==> src/rtl/data_mem_pkg.sv <==
// Shared types and helpers for the pipelined data memory.
package data_mem_pkg;

  // Widest word the response struct can carry; DATA_W must not exceed it.
  localparam int RSP_DW = 64;

  typedef enum logic {
    ST_INIT,
    ST_RUN
  } state_e;

  typedef struct packed {
    logic              valid;
    logic              we;
    logic              err;
    logic [RSP_DW-1:0] data;
  } rsp_t;

  // Number of byte-offset bits inside one word.
  function automatic int off_bits(input int data_w);
    return $clog2(data_w / 8);
  endfunction

endpackage

==> src/rtl/data_mem_rsp_pipe.sv <==
// RD_LAT-deep response shift register; invalid entries are stored as all-zero.
module data_mem_rsp_pipe
  import data_mem_pkg::*;
#(
  parameter int RD_LAT = 1
) (
  input  logic clk,
  input  logic rst,
  input  rsp_t rsp_in,
  output rsp_t rsp_out
);

  rsp_t stg_q [RD_LAT];

  // Shift responses toward the output; zero fields of empty slots at entry.
  always_ff @(posedge clk or posedge rst) begin
    if (rst) begin
      for (int i = 0; i < RD_LAT; i++) stg_q[i] <= '0;
    end else begin
      stg_q[0] <= rsp_in.valid ? rsp_in : '0;
      for (int i = 1; i < RD_LAT; i++) stg_q[i] <= stg_q[i-1];
    end
  end

  assign rsp_out = stg_q[RD_LAT-1];

endmodule

==> src/rtl/data_mem_pipe.sv <==
// Synchronous data memory with request/response handshake, byte-enable
// stores, address checking, post-reset clear sweep and RD_LAT read latency.
module data_mem_pipe
  import data_mem_pkg::*;
#(
  parameter int DATA_W = 16,
  parameter int ADDR_W = 16,
  parameter int DEPTH  = 256,
  parameter int RD_LAT = 1
) (
  input  logic                clk,
  input  logic                rst,
  input  logic                req_valid,
  output logic                req_ready,
  input  logic                req_we,
  input  logic [ADDR_W-1:0]   req_addr,
  input  logic [DATA_W-1:0]   req_wdata,
  input  logic [DATA_W/8-1:0] req_be,
  output logic                rsp_valid,
  output logic                rsp_we,
  output logic [DATA_W-1:0]   rsp_rdata,
  output logic                rsp_err
);

  localparam int NB    = DATA_W / 8;
  localparam int OFF_W = off_bits(DATA_W);
  localparam int IDX_W = $clog2(DEPTH);

  state_e           state;
  logic [IDX_W-1:0] clr_idx;
  logic [DATA_W-1:0] mem [DEPTH];

  logic             accept;
  logic [31:0]      word_idx32;
  logic [IDX_W-1:0] widx;
  logic             misaligned;
  logic             out_of_range;
  logic             err;

  rsp_t             rsp_in;
  rsp_t             rsp_q;
  logic             unused_rsp_data;

  // Address decode: word index is the byte address without its offset bits;
  // widening to 32 bits keeps the range compare free of width surprises.
  assign accept       = req_valid && req_ready;
  assign word_idx32   = 32'(req_addr >> OFF_W);
  assign widx         = word_idx32[IDX_W-1:0];
  assign misaligned   = |req_addr[OFF_W-1:0];
  assign out_of_range = word_idx32 >= 32'(DEPTH);
  assign err          = misaligned || out_of_range;

  // INIT sweeps the clear counter over every word, then RUN accepts forever.
  always_ff @(posedge clk or posedge rst) begin
    if (rst) begin
      state     <= ST_INIT;
      clr_idx   <= '0;
      req_ready <= 1'b0;
    end else begin
      case (state)
        ST_INIT: begin
          clr_idx <= clr_idx + IDX_W'(1);
          if (clr_idx == IDX_W'(DEPTH - 1)) begin
            state     <= ST_RUN;
            req_ready <= 1'b1;
          end
        end
        ST_RUN: req_ready <= 1'b1;
        default: begin
          state     <= ST_INIT;
          req_ready <= 1'b0;
        end
      endcase
    end
  end

  // Array write port: clear sweep during INIT, byte-enabled stores in RUN.
  // Errored stores are dropped so an out-of-range index never aliases.
  always_ff @(posedge clk) begin
    if (state == ST_INIT) begin
      mem[clr_idx] <= '0;
    end else if (accept && req_we && !err) begin
      for (int b = 0; b < NB; b++)
        if (req_be[b]) mem[widx][b*8 +: 8] <= req_wdata[b*8 +: 8];
    end
  end

  // Response entry for this cycle; the pipe's first stage samples the array
  // at the acceptance edge, which makes a store-then-load see new data.
  always_comb begin
    rsp_in       = '0;
    rsp_in.valid = accept;
    rsp_in.we    = req_we;
    rsp_in.err   = err;
    if (accept && !req_we && !err) rsp_in.data = RSP_DW'(mem[widx]);
  end

  data_mem_rsp_pipe #(
    .RD_LAT (RD_LAT)
  ) u_rsp_pipe (
    .clk     (clk),
    .rst     (rst),
    .rsp_in  (rsp_in),
    .rsp_out (rsp_q)
  );

  assign rsp_valid = rsp_q.valid;
  assign rsp_we    = rsp_q.we;
  assign rsp_err   = rsp_q.err;
  assign rsp_rdata = rsp_q.data[DATA_W-1:0];

  // Bits above DATA_W in the shared struct are always zero here.
  assign unused_rsp_data = ^rsp_q.data;

endmodule
==> config.mk <==
export PLATFORM = sky130hd
export DESIGN_NAME = data_mem_pipe
export DESIGN_NICKNAME = d
export VERILOG_FILES = /design/src/rtl/data_mem_pkg.sv /design/src/rtl/data_mem_rsp_pipe.sv /design/src/rtl/data_mem_pipe.sv
export SDC_FILE = /design/constraint.sdc
export NUM_CORES = 2
export LEC_CHECK = 0
export BUFFER_PORTS_ARGS = -buffer_cell sky130_fd_sc_hd__buf_4
export CORE_MARGIN = 3
export CORE_UTILIZATION = 45
export CTS_BUF_LIST = sky130_fd_sc_hd__clkbuf_4 sky130_fd_sc_hd__clkbuf_8 sky130_fd_sc_hd__clkbuf_16
export DETAILED_ROUTE_END_ITERATION = 12
export PLACE_DENSITY = 0.63
export SETUP_SLACK_MARGIN = 0.5
export SKIP_LAST_GASP = 1
export SLEW_MARGIN = 20
export SYNTH_ARGS = -nofsm -noshare
export SYNTH_HDL_FRONTEND = slang
export SYNTH_SLANG_ARGS = --single-unit
==> constraint.sdc <==
create_clock -name clk -period 6.4 [get_ports clk]
set_input_delay 0.32 -clock clk [delete_from_list [all_inputs] [get_ports clk]]
set_output_delay 0.32 -clock clk [all_outputs]
set_load 0.01 [all_outputs]
==> flow_metrics.env <==
export IMPL_status="completed"
export IMPL_gr_usage_all_layers_pct=25.7
export IMPL_hold_ws_ns=0.0646
export IMPL_dieWidth_um=602
export IMPL_final_util_pct=51.1
export IMPL_fin_nets=8207
export IMPL_rows=218
export IMPL_insertion_delay_ns=0.97
export IMPL_maxCapViolations=0
export IMPL_worstReg2RegEnd="mem[9][3]"
export IMPL_ant_nets=0
export IMPL_vias=83900
export IMPL_crit_type="reg2reg"
export IMPL_portBuffers=57
export IMPL_drive_gt1_share_pct=21.7
export IMPL_antenna_found_initial=27
export IMPL_ys_warn_count=0
export IMPL_viasPerCell=6.33
export IMPL_clock_sinks=4125
export IMPL_ys_seq_area_share_pct=77.3
export IMPL_placed_cell_area_um2=167000
export IMPL_whs_path_depth=2
export IMPL_arrival_ns=4.84
export IMPL_relSlewSlack_pct=19.8
export IMPL_synth_flop_cell="edfxtp_1"
export IMPL_setup_tns_ns=0
export IMPL_cp_required_ns=6.97
export IMPL_synth_edf_count=4096
export IMPL_r2r_slack_ns=2.13
export IMPL_synth_nets=7980
export IMPL_min_to="mem[248][10]"
export IMPL_tritoncts="done"
export IMPL_avgSynthCellArea_um2=20.2
export IMPL_setup_worst_path_start_class="flop"
export IMPL_finalSetupViolCount=0
export IMPL_hp_class="in2reg"
export IMPL_htree_levels=5
export IMPL_rsz0062_at_grt="no"
export IMPL_grt_pass1_wl_um=659000
export IMPL_leakagePower_uw=0.0465
export IMPL_routedWlPerCell_um=35.7
export IMPL_start_util_pct=45.3
export IMPL_cts_made_buffers=404
export IMPL_max_freq_ghz=0.234
export IMPL_clk_path_buf_depth=4
export IMPL_n_fill_cell=27600
export IMPL_core_um2=353000
export IMPL_root_buffer="clkbuf_16"
export IMPL_power_density_nw_per_um2=303
export IMPL_slew_viol_final=0
export IMPL_fin_crit_sh_pct=66.7
export IMPL_fp_dieH_um=602
export IMPL_grt_max_degree=135
export IMPL_ys_seq_elements=4125
export IMPL_async_flop_share_pct=0.703
export IMPL_gp_congestion=0.891
export IMPL_finClkSkew_ns=0.0454
export IMPL_tightest_slew_ns=1.20
export IMPL_hp_start="req_wdata[10]"
export IMPL_post_dp_hpwl_um=301000
export IMPL_die_area_um2=363000
export IMPL_r2r_worst_path_cells=7
export IMPL_post_cts_buffers=0
export IMPL_grt_pass1_vias=82300
export IMPL_timing_final_crit_period_ns=4.27
export IMPL_first_pass_iters=8
export IMPL_drc_errors=0
export IMPL_synth_cells=7941
export IMPL_synthDistinctLibCells=72
export IMPL_num_io_pins=58
export IMPL_routed_wl_um=473000
export IMPL_design_area_um2=180000
export IMPL_first_iter_violations=12500
export IMPL_postCtsResizedCells=0
export IMPL_cp_max_fo=19
export IMPL_grt_remaining_overflow=0
export IMPL_cp_end_kind="flop"
export IMPL_finalNonFillerCells=13200
export IMPL_syn2layout_area_growth_pct=12.7
export IMPL_dp_cells=12500
export IMPL_hold_viol=0
export IMPL_clk_pin_slew_ns=0.06
export IMPL_syn_area_um2=160000
export IMPL_reg2reg_from="state"
export IMPL_vdd_drop_max_uv=276
[per-layer routing]
layer / part of all wire, % / vias to the layer above / wire [um] / GRT usage [%]
met2: 46 / 5275 / 219000 / 39.3
met3: 11 / 855 / 50700 / 5.79
met5: 0.012 / - / 58 / 0
met4: 5.2 / 8 / 24800 / 11.9
met1: 38 / 44300 / 178000 / 35.4
li1: - / 33400 / - / -
[metrics by stage]
step / total power [uW] / setup slack [ns]
floorplan: 30700 / 0.586
global placement: 31100 / 1.18
detailed placement: 31100 / 1.62
CTS: 54900 / 2.08
global route: 56000 / 2.03
finish: 54700 / 2.13
[sequential cells by signal (all words and copies together) (netlist names)]
name and count:
state 1, req_ready 1, clr_idx 8, u_rsp_pipe.rsp_out 19, mem 4096
[critical path, stage by stage (launching register included)]
cell and delay [ns]:
dfrtp_1 0.50, o21a_1 0.21, and4_2 0.50, nand3b_1 0.13, o21ai_1 0.48, nand2_4 0.72, buf_4 0.49, nor2_1 0.78
[timing repair]
action | 4_1_cts | 5_1_grt
endpoints found under the setup margin | 0 | 0
hold endpoints to repair | 228 | 0
hold buffers | 21 | 0
[cell usage after synthesis (all sizes together), types with 9 or more instances]
cell	count	area, um2
a211oi	40	300
nor3	130	651
or4	14	109
nand2	190	713
a2111oi	9	78.8
a22oi	71	533
o41ai	9	93.8
a21oi	77	385
mux2i	475	4750
mux4	783	17600
and2	29	181
clkbuf	229	860
o31ai	9	67.6
nand3	78	390
o22ai	213	1330
or2	9	56.3
mux2	20	225
a31oi	22	138
o32a	9	90.1
buf	266	1790
nand4	20	125
or3	19	119
o221ai	131	1150
nand2b	11	68.8
o22a	15	131
dfrtp	29	726
o21ai	136	681
nor2	635	2380
edfxtp	4096	123000
o311ai	10	87.6
nor4	51	334
[cell type report]
class / instances / area, um2 / share of cell area, %
Antenna cell: 11 / 27.5 / 0.0153
Clock buffer: 488 / 10800 / 5.98
Clock inverter: 258 / 2690 / 1.49
Inverter: 5 / 23.8 / 0.0132
Multi-Input combinational cell: 3316 / 34000 / 18.8
Sequential cell: 4125 / 124000 / 68.6
Tap cell: 4730 / 5920 / 3.28
Timing Repair Buffer: 316 / 3240 / 1.80
[where the power goes]
group          switching, uW  internal, uW  leakage (uW)
logic                    920           436        0.0111
registers                  0         29200        0.0287
clock network          10300         13800       0.00670
total                  11200         43400        0.0465
[cells by family after synthesis]
group / synth area share [%]
AOI/OAI and AO/OA: 3.42
xor gates and xnor gates: 0.0383
adders and majority gates: 0.00782
buffers and inverters: 1.67
DFF: 77.3
muxes: 14.1
and+or+nand+nor: 3.44
[cells in the final DEF (no fill, tap or decap), drive strengths merged, types with 11 or more instances in the layout]
master / synthesis / layout
clkinv: 0 / 184
bufinv: 0 / 41
diode: 0 / 11
nand2: 190 / 190
and2: 29 / 29
or4: 14 / 14
a21oi: 77 / 77
dfrtp: 29 / 29
o22ai: 213 / 213
mux2i: 475 / 475
inv: 5 / 22
nor2: 635 / 635
o22a: 15 / 15
clkinvlp: 0 / 16
buf: 266 / 294
or3: 19 / 19
nand4: 20 / 20
nor4: 51 / 51
dlygate4sd3: 0 / 21
clkbuf: 229 / 489
nand3: 78 / 78
a211oi: 40 / 40
a31oi: 22 / 22
a22oi: 71 / 71
edfxtp: 4096 / 4096
o21ai: 136 / 136
nand2b: 11 / 11
mux2: 20 / 20
nor3: 130 / 130
mux4: 783 / 783
o221ai: 131 / 131
[how the worst max path moves through the flow]
stage / start / end / depth (start not counted)
after detailed placement: req_addr[13] / mem[160][11] / 8
after global routing: req_ready / mem[37][9] / 7
after CTS: state / mem[115][4] / 6
after floorplan: state / mem[0][10] / 7
final: state / mem[9][3] / 7
after global placement: req_addr[13] / mem[140][15] / 8
Power figures use the tool's default switching activity.
